**config.mk**
```make
export PLATFORM = sky130hd
export DESIGN_NAME = axil_master_arbiter
export DESIGN_NICKNAME = d
export VERILOG_FILES = /design/src/rtl/axil_master_arbiter.sv
export SDC_FILE = /design/constraint.sdc
export NUM_CORES = 1
export LEC_CHECK = 0
export CORE_AREA = 2 2 177 179
export CTS_CLUSTER_DIAMETER = 60
export DETAILED_ROUTE_END_ITERATION = 12
export DIE_AREA = 0 0 179 181
export PLACE_DENSITY = 0.67
export SETUP_SLACK_MARGIN = 0.15
export SYNTH_ARGS = -nofsm -noshare
export SYNTH_HDL_FRONTEND = slang
export SYNTH_SLANG_ARGS = --single-unit
```
**constraint.sdc**
```tcl
create_clock -name clk -period 4.8 [get_ports clk]
set_input_delay 0.96 -clock clk [delete_from_list [all_inputs] [get_ports clk]]
set_output_delay 0.96 -clock clk [all_outputs]
set_load 0.01 [all_outputs]
```
**src/rtl/axil_master_arbiter.sv**
```systemverilog
// -----------------------------------------------------------------------------
// axil_master_arbiter
//
// Shares one AXI-Lite master user interface between NUM_REQ requesters.
// The arbiter accepts one command at a time, issues it to the master as a
// single-cycle write_req/read_req, waits for the matching done pulse and
// returns a single-cycle response to the requester that was granted.
//
// Arbitration is round-robin by default: the search for the next grant
// starts at the requester after the one most recently granted. Defining
// AXIL_ARB_FIXED_PRIO_EN switches to fixed priority (lowest index wins) and
// removes the rotating pointer.
//
// Ports
//   clk, rst          clock, synchronous active-high reset
//   req_valid/_write  per-requester command valid / write(1) or read(0)
//   req_addr/_wdata/_wstrb
//                     packed per-requester fields, requester i in slice i
//   req_ready         one-hot accept, combinational, only in IDLE
//   rsp_valid         one-hot single-cycle completion pulse
//   rsp_write         type of the completing transaction
//   rsp_rdata         read data with rsp_valid (0 for writes)
//   busy              high whenever a transaction is in progress
//   m_write_*         write command to / completion from the master
//   m_read_*          read command to / data and completion from the master
// -----------------------------------------------------------------------------
module axil_master_arbiter #(
  parameter int unsigned NUM_REQ    = 4,
  parameter int unsigned ADDR_WIDTH = 32,
  parameter int unsigned DATA_WIDTH = 32
) (
  input  logic                           clk,
  input  logic                           rst,

  input  logic [NUM_REQ-1:0]             req_valid,
  input  logic [NUM_REQ-1:0]             req_write,
  input  logic [NUM_REQ*ADDR_WIDTH-1:0]  req_addr,
  input  logic [NUM_REQ*DATA_WIDTH-1:0]  req_wdata,
  input  logic [NUM_REQ*DATA_WIDTH/8-1:0] req_wstrb,
  output logic [NUM_REQ-1:0]             req_ready,

  output logic [NUM_REQ-1:0]             rsp_valid,
  output logic                           rsp_write,
  output logic [DATA_WIDTH-1:0]          rsp_rdata,
  output logic                           busy,

  output logic                           m_write_req,
  output logic [ADDR_WIDTH-1:0]          m_write_addr,
  output logic [DATA_WIDTH-1:0]          m_write_data,
  output logic [DATA_WIDTH/8-1:0]        m_write_strb,
  input  logic                           m_write_done,

  output logic                           m_read_req,
  output logic [ADDR_WIDTH-1:0]          m_read_addr,
  input  logic [DATA_WIDTH-1:0]          m_read_data,
  input  logic                           m_read_done
);

  localparam int unsigned IDX_W  = (NUM_REQ > 1) ? $clog2(NUM_REQ) : 1;
  localparam int unsigned STRB_W = DATA_WIDTH / 8;

  typedef enum logic [1:0] {
    IDLE  = 2'd0,
    ISSUE = 2'd1,
    WAIT  = 2'd2,
    RESP  = 2'd3
  } state_t;

  state_t             state;
  logic [IDX_W-1:0]   grant;      // combinational winner for this IDLE cycle
  logic [IDX_W-1:0]   grant_q;    // requester owning the in-flight transaction
  logic               write_q;    // type of the in-flight transaction
  logic               any_valid;

  logic [ADDR_WIDTH-1:0] sel_addr;
  logic [DATA_WIDTH-1:0] sel_wdata;
  logic [STRB_W-1:0]     sel_wstrb;

`ifndef AXIL_ARB_FIXED_PRIO_EN
  logic [IDX_W-1:0]   ptr;        // highest-priority requester for the next grant
`endif

  // ---------------------------------------------------------------------------
  // Grant search. Round-robin walks NUM_REQ slots starting at ptr and wraps;
  // fixed priority walks from slot 0. The first valid slot found wins.
  // ---------------------------------------------------------------------------
  always_comb begin
    int unsigned idx;
    logic [IDX_W-1:0] slot;
    grant     = '0;
    any_valid = 1'b0;
    idx       = 0;
    slot      = '0;
    for (int unsigned k = 0; k < NUM_REQ; k++) begin
`ifdef AXIL_ARB_FIXED_PRIO_EN
      idx = k;
`else
      idx = k + 32'(ptr);
      if (idx >= NUM_REQ) begin
        idx = idx - NUM_REQ;
      end
`endif
      slot = IDX_W'(idx);
      if (!any_valid && req_valid[slot]) begin
        any_valid = 1'b1;
        grant     = slot;
      end
    end
  end

  // Field mux for the winning requester.
  always_comb begin
    sel_addr  = '0;
    sel_wdata = '0;
    sel_wstrb = '0;
    for (int unsigned i = 0; i < NUM_REQ; i++) begin
      if (IDX_W'(i) == grant) begin
        sel_addr  = req_addr[i*ADDR_WIDTH +: ADDR_WIDTH];
        sel_wdata = req_wdata[i*DATA_WIDTH +: DATA_WIDTH];
        sel_wstrb = req_wstrb[i*STRB_W +: STRB_W];
      end
    end
  end

  // Accept is offered only while idle. Reset masks it so that no requester
  // sees a handshake that the reset is about to discard.
  always_comb begin
    req_ready = '0;
    if (state == IDLE && any_valid && !rst) begin
      req_ready[grant] = 1'b1;
    end
  end

  assign busy = (state != IDLE);

  // ---------------------------------------------------------------------------
  // Control FSM with registered master and response outputs.
  // The master command registers are loaded on the accept edge, so the values
  // appear together with the req pulse in ISSUE and stay put until the next
  // command of the same type is accepted.
  // ---------------------------------------------------------------------------
  always_ff @(posedge clk) begin
    if (rst) begin
      state        <= IDLE;
      grant_q      <= '0;
      write_q      <= 1'b0;
      rsp_valid    <= '0;
      rsp_write    <= 1'b0;
      rsp_rdata    <= '0;
      m_write_req  <= 1'b0;
      m_write_addr <= '0;
      m_write_data <= '0;
      m_write_strb <= '0;
      m_read_req   <= 1'b0;
      m_read_addr  <= '0;
`ifndef AXIL_ARB_FIXED_PRIO_EN
      ptr          <= '0;
`endif
    end else begin
      m_write_req <= 1'b0;
      m_read_req  <= 1'b0;

      case (state)
        IDLE: begin
          if (any_valid) begin
            grant_q <= grant;
            write_q <= req_write[grant];
`ifndef AXIL_ARB_FIXED_PRIO_EN
            ptr     <= (grant == IDX_W'(NUM_REQ - 1)) ? '0 : grant + 1'b1;
`endif
            if (req_write[grant]) begin
              m_write_req  <= 1'b1;
              m_write_addr <= sel_addr;
              m_write_data <= sel_wdata;
              m_write_strb <= sel_wstrb;
            end else begin
              m_read_req  <= 1'b1;
              m_read_addr <= sel_addr;
            end
            state <= ISSUE;
          end
        end

        ISSUE: begin
          state <= WAIT;
        end

        WAIT: begin
          // Only the done pulse matching the outstanding type completes it.
          if (write_q ? m_write_done : m_read_done) begin
            rsp_valid[grant_q] <= 1'b1;
            rsp_write          <= write_q;
            rsp_rdata          <= write_q ? '0 : m_read_data;
            state              <= RESP;
          end
        end

        RESP: begin
          rsp_valid <= '0;
          rsp_write <= 1'b0;
          rsp_rdata <= '0;
          state     <= IDLE;
        end

        default: begin
          state <= IDLE;
        end
      endcase
    end
  end

endmodule

```
==> results.md, run 1 <==
* Filler Cell Count at 3,051
* CTS clk-pin slew, worst paths at 70 ps
* CTS tree: built
* Hold Slack at 451 ps
* Rows at 64
* Async S/R FF share, synth at 0%
* Layout Utilization at 44.1%
* H-tree depth at 4
* Most frequent cells in the layout: 458 x clkdlybuf4s50_1, 242 x a21oi_1, 241 x nand2_1
* Instance area at placement at 0.0128 mm^2
* Power Internal at 4.21 mW
* Worst slack, placed at 319 ps
* Pleak at 4.81 nW
* First-pass GRT wire length at 51.1 mm
* Worst-Margin Slew at 997 ps
* Hold Crit Endpoint: rsp_rdata[26]
* Clock power share at 17.7%
* Overall global routing resource usage at 20.7%
* Simple-gate area share of the yosys netlist at 23.9%
* Gate power share at 57.2%
* Worst EP arrival at 3540 ps
* RSZ-0062 raised after global routing: no
* Sequential share of power at 25.2%
* Total I/O pin count at 460
* Worst Hold Path Cells at 2
* Max-slew violations at 0
* # DRC at 0
* Final WL at 34.8 mm
* Mux contribution to synthesized area at 8.27%
* Netlist Area Pre-Place at 0.00786 mm^2
* Max-slew headroom at 33.5%
* Clock sink count at 146
* Wire length per cell at 18.5 um
* Most used DFF post-synth: dfxtp_1
* Pwr/cell area at 553 mW/mm^2
* Fin crit share at 93.7%
* Crit start category: input port
* Sum Neg Setup Slack at 0 ps
* Cells on worst reg2reg path at 8
* Number of synthesized flops with an enable pin at 0
* Antenna Violating Nets Remaining at 0
* Routability Congestion at 0.886
* Sequential-to-total area share from yosys stat at 37.2%
* R2r endpoint: m_write_data[6]
* Ys Warns at 0
* Syn nets at 1,398
* Clk_lat worst skew at 420 ps
* Largest net degree at the start of global routing at 137
* Overall power at 7.39 mW
* Max Buffers Root-to-Sink at 2
* Count of cell types in the netlist at 38
* Worst hold path type: flip-flop to flip-flop
* CTS Buf Count at 17
* Synth Area in Compound Gates at 23.6%
* Post-cts sizing count at 0
* Area grow syn2layout at 70.1%
* Worst Path Required at 3840 ps
* Crit-path max FO at 4
* Fin cells at 1,877
* Status: finished clean
* Vias in the first global route at 8,826
* Starting Density at 25.9%
* Overall via count from detail_route at 9,131
* Net Sw Power at 3.18 mW
* Detailed-router iteration count before antenna repair at 5
* Synth Instances at 1,074
* Setup bufs post-CTS at 0
* Time the worst path needs with I/O delays and setup at 4500 ps
* Die Y at 181 um
* Die Area at 0.0324 mm^2
* Finish-stage setup viols at 0
* Seq cells post-synth at 146
* Final instance area at 0.0134 mm^2
* R2R setup slack at 1550 ps
* Largest family of logic cells by synthesized area: simple AND/OR/NAND/NOR gates
* Worst r2r src: ptr[0]
* Placed cell count at 1,844
* Number of vias per cell at 4.86
* Crit end category: primary output
* DP Wirelength at 25.9 mm
* Worst setup path category: input port to primary output
* XOR/XNOR Fraction of Synth Area at 0%
* PortBufs at 459
* Fin. Hold Viols at 0
* Iter 0 DRT Violations at 494
* Nets at 1,791
* # Max-Cap Violations at 0
* VDD IR max at 0.000279 V
* Fmax at 222 MHz
* Total global routing overflow at 0
* Layout Skew at 12.9 ps
* Core Area at 0.0303 mm^2
* Slack of the critical path at 300 ps
* Hold_buf cts at 0
* Die X at 179 um
* Root Buffer: clkbuf_16
* Antenna violations before repair at 1
* Net Sw Frac at 43.1%
* Most common cell after layout, fill and taps aside: clkdlybuf4s50_1
* Synth Area per Inst at 7.32 um^2
* Layout cells sized above 1 at 4.46%
* Adder-cell share of the synthesized area at 1.27%
* Worst Hold Launch: rsp_rdata[26]
## cells in the mapped netlist (all sizes together), types with 3 or more instances
cell	number	area, um^2
a21oi	242	1210
nand2	242	908
dfxtp	146	2920
clkbuf	83	313
mux2i	65	651
nand3b	65	488
nor2	48	180
a311oi	36	315
o21ai	36	180
nand3	35	175
buf	23	114
inv	9	33.8
ha	8	100
nor2b	6	37.5
a31oi	4	25.0
and3	3	18.8
## worst max-delay path, cell delays in order
cell and delay [ps]:
clkdlybuf4s50_1 480, nor2b_1 190, or4b_4 540, nand2_1 240, ha_4 180, inv_1 50, nor3_1 190, buf_4 160
clkdlybuf4s50_1 540
## power by group through the flow
stage	combinational (mW)	sequential [mW]	clock, mW
final	4.23	1.86	1.31
after global routing	4.60	1.91	1.40
after CTS	4.28	1.86	1.35
after detailed placement	4.26	1.88	0
after global placement	4.21	1.87	0
after floorplan	2.20	2.03	0
## final cells by class
class | count | area [um^2] | share of cell area, %
antenna | 1 | 2.50 | 0.0187
clock buffer | 18 | 429 | 3.21
clock inverter | 14 | 136 | 1.02
inverter | 9 | 35.0 | 0.262
multi-input combinational | 813 | 4560 | 34.1
sequential | 146 | 2920 | 21.9
tap | 396 | 495 | 3.70
timing repair buffer | 480 | 4800 | 35.9
## flip-flops by register name, indices dropped and copies added, names as in the netlist
register / count
rsp_rdata: 32
write_q: 1
m_read_addr: 32
m_write_data: 32
rsp_write: 1
m_write_strb: 4
m_write_addr: 32
state: 2
grant_q: 2
m_read_req: 1
m_write_req: 1
ptr: 2
rsp_valid: 4
## per-layer routing
layer / vias up / wire (um) / global-route usage (%)
met4: 0 / 1240 / 8.55
met5: - / 0 / 0
met2: 382 / 17000 / 36.6
met1: 4143 / 13600 / 22.7
met3: 51 / 3000 / 6.23
li1: 4555 / - / -
## how the worst max path moves through the flow
stage	from	endpoint	slack, ps	cells past startpoint
3_5_place_dp	req_valid[0]	req_ready[3]	320	9
3_3_place_gp	req_valid[2]	req_ready[3]	370	9
2_1_floorplan	req_valid[2]	req_ready[1]	950	8
6_report	req_valid[0]	req_ready[3]	300	9
5_1_grt	req_valid[0]	req_ready[3]	230	9
4_1_cts	req_valid[0]	req_ready[3]	310	9
## kinds of logic after synthesis
kind of cell | Yosys count
AND/OR/NAND/NOR | 408
AO/OA/AOI/OAI | 332
flip-flops | 146
buffers and inverters | 115
multiplexers | 65
adder cells (fa/ha/maj) | 8
No activity file was read; power rests on OpenSTA's default activity.
==> run 2, diff against run 1 <==
SKIP_CTS_REPAIR_TIMING = 1   (was unset)
==> results of run 2 <==
Final layout, timing and power as in run 1 (identical DEF).
==> RTL edit: new RTL, config.mk and constraints of run 2 <==
Encoding of `state_t`: now Gray code (2 bits for 4 states).
--- a/src/rtl/axil_master_arbiter.sv
+++ b/src/rtl/axil_master_arbiter.sv
@@ -62,6 +62,6 @@
   typedef enum logic [1:0] {
-    IDLE  = 2'd0,
-    ISSUE = 2'd1,
-    WAIT  = 2'd2,
-    RESP  = 2'd3
+    IDLE  = 2'b00,
+    ISSUE = 2'b01,
+    WAIT  = 2'b11,
+    RESP  = 2'b10
   } state_t;
Function: same outputs for any inputs over 4 cycles, from zero or initial values and one cycle with rst high; so few cycles prove little.
==> RTL edit against run 2 <==
- wire length down 8.3%
- register-to-register slack worse by 70 ps
- sequential cell count unchanged
- clock skew up 0.77 ps
- first-iteration DRC count down 8.9%
- cell area down 3.6%
- die area unchanged
- area after synthesis down 5.9%
- setup slack worse by 4.8 ps
- fmax down 0.11%
Power is not compared: it rests on default switching activity, and its combinational part moved more than twofold at a synthesized area within 25%.
==> RTL edit: results (changes against run 2) <==
.. list-table::
   :header-rows: 1

   * - Metric
     - Value
   * - Status
     - completed
   * - Pre-CTS worst setup slack
     - 311 ps (-8.68 ps)
   * - Total routing resource utilization after global routing
     - 18.9% (-1.8 points)
   * - Max stage delay cell, worst path
     - sky130_fd_sc_hd__or4_1
   * - Routability cong.
     - 0.883 (-0.32%)
   * - Net count after synthesis
     - 1210 (-13%)
   * - Maximum count of clock buffers along a single path
     - 2 (unchanged)
   * - Fin nets
     - 1613 (-9.9%)
   * - Wire length per cell
     - 18.7 µm (+1.0%)
   * - Fill cell count
     - 3028 (-0.75%)
   * - Share of layout cells above drive strength 1
     - 5.28% (+0.82 points)
   * - Combinational logic power
     - 1640 µW
   * - TritonRoute pass-1 iters
     - 5 (unchanged)
   * - Initial DRC Count
     - 450 (-8.9%)
   * - Post-route clock period utilization
     - 93.8% (+0.10 points)
   * - Relative slew margins
     - 18.8% (-15 points)
   * - Clock latency of the later-clocked register in the worst-skew pair
     - 420 ps (about the same)
   * - Number of flops mapped to enable cells by yosys
     - 0 (unchanged)
   * - Via count of the first global-routing pass
     - 8054 (-8.7%)
   * - Area share of fa/ha/maj cells after synthesis
     - 0.676% (-0.60 points)
   * - Detailed placer's ending HPWL
     - 23800 µm (-8.2%)
   * - Final setup vio count
     - 0 (unchanged)
   * - Global-route wire length before repair
     - 47100 µm (-7.8%)
   * - Worst hold slack after final layout
     - 460 ps (+8.94 ps)
   * - Setup Skew
     - 13.7 ps (+0.771 ps)
   * - Delay contributed by the slowest stage of the critical path
     - 570 ps (+30 ps)
   * - Portion of netlist area occupied by mux cells
     - 8.79% (+0.52 points)
   * - Worst endpoint data arrival time
     - 3540 ps (about the same)
   * - Fraction of the yosys area taken by sequential cells
     - 39.5% (+2.3 points)
   * - Vias after detailed routing
     - 8343 (-8.6%)
   * - Synth top area cells
     - sky130_fd_sc_hd__dfxtp_1 39%, sky130_fd_sc_hd__mux2i_1 8.8%, sky130_fd_sc_hd__a221oi_1 8.0%
   * - Internal reg-to-reg setup slack
     - 1480 ps (-70 ps)
   * - Share of the synthesized area in compound gates (AO/OA/AOI/OAI)
     - 25.1% (+1.6 points)
   * - Number of antenna violations at the first check in global routing
     - 0 (-1)
   * - Most instantiated cells after synthesis
     - 146 x sky130_fd_sc_hd__dfxtp_1, 125 x sky130_fd_sc_hd__nand2_1, 82 x sky130_fd_sc_hd__a21oi_1
## RTL edit: cell count changes in the layout (fill, tap and decap cells not counted), moves of 9 or more
cell,before,now
sky130_fd_sc_hd__a21oi_1,242,82
sky130_fd_sc_hd__nand2_1,241,125
sky130_fd_sc_hd__a221oi_1,2,68
sky130_fd_sc_hd__nor2b_1,6,71
sky130_fd_sc_hd__nand3b_1,65,1
sky130_fd_sc_hd__nor3_1,2,46
sky130_fd_sc_hd__a311oi_1,36,0
sky130_fd_sc_hd__nand3_1,35,3
sky130_fd_sc_hd__a22oi_1,2,33
sky130_fd_sc_hd__a211oi_1,1,30
sky130_fd_sc_hd__o21ai_0,35,10
sky130_fd_sc_hd__o31ai_1,1,23
sky130_fd_sc_hd__and2_1,1,10
## RTL edit: path summary, 6_finish.rpt
| kind | endpoint | cells past startpoint | from |
|---|---|---|---|
| max reg2reg | m_write_data[4] | 12 | ptr[0] |
| max | req_ready[0] | 8 | req_valid[1] |
| min reg2reg | m_read_addr[4] | 2 | m_read_addr[4] |
| min | m_read_addr[4] | 2 | m_read_addr[4] |
## RTL edit: metal layers
layer	global-route usage, %	vias to the layer above	wire length, µm	part of all wire, %
met5	0	-	0	0
met4	5.14	0	587	1.8
met3	4.31	31	2050	6.4
met2	31.6	284	15500	49
met1	24.3	3975	13700	43
li1	-	4053	-	-
## RTL edit: cell type report
type | count | share of cell area [%]
antenna | 1 | 0.0194
clock buffer | 17 | 3.30
clock inverter | 15 | 1.09
inverter | 4 | 0.126
multi-input combinational | 647 | 32.0
sequential | 146 | 22.7
tap | 396 | 3.84
timing repair buffer | 477 | 36.9
## RTL edit: through the flow
step	cell area, µm²	std cells
final	12900	1703
after global routing	12900	1702
after CTS	12900	1702
after detailed placement	12300	1670
after global placement	12300	1670
after floorplan	7400	890
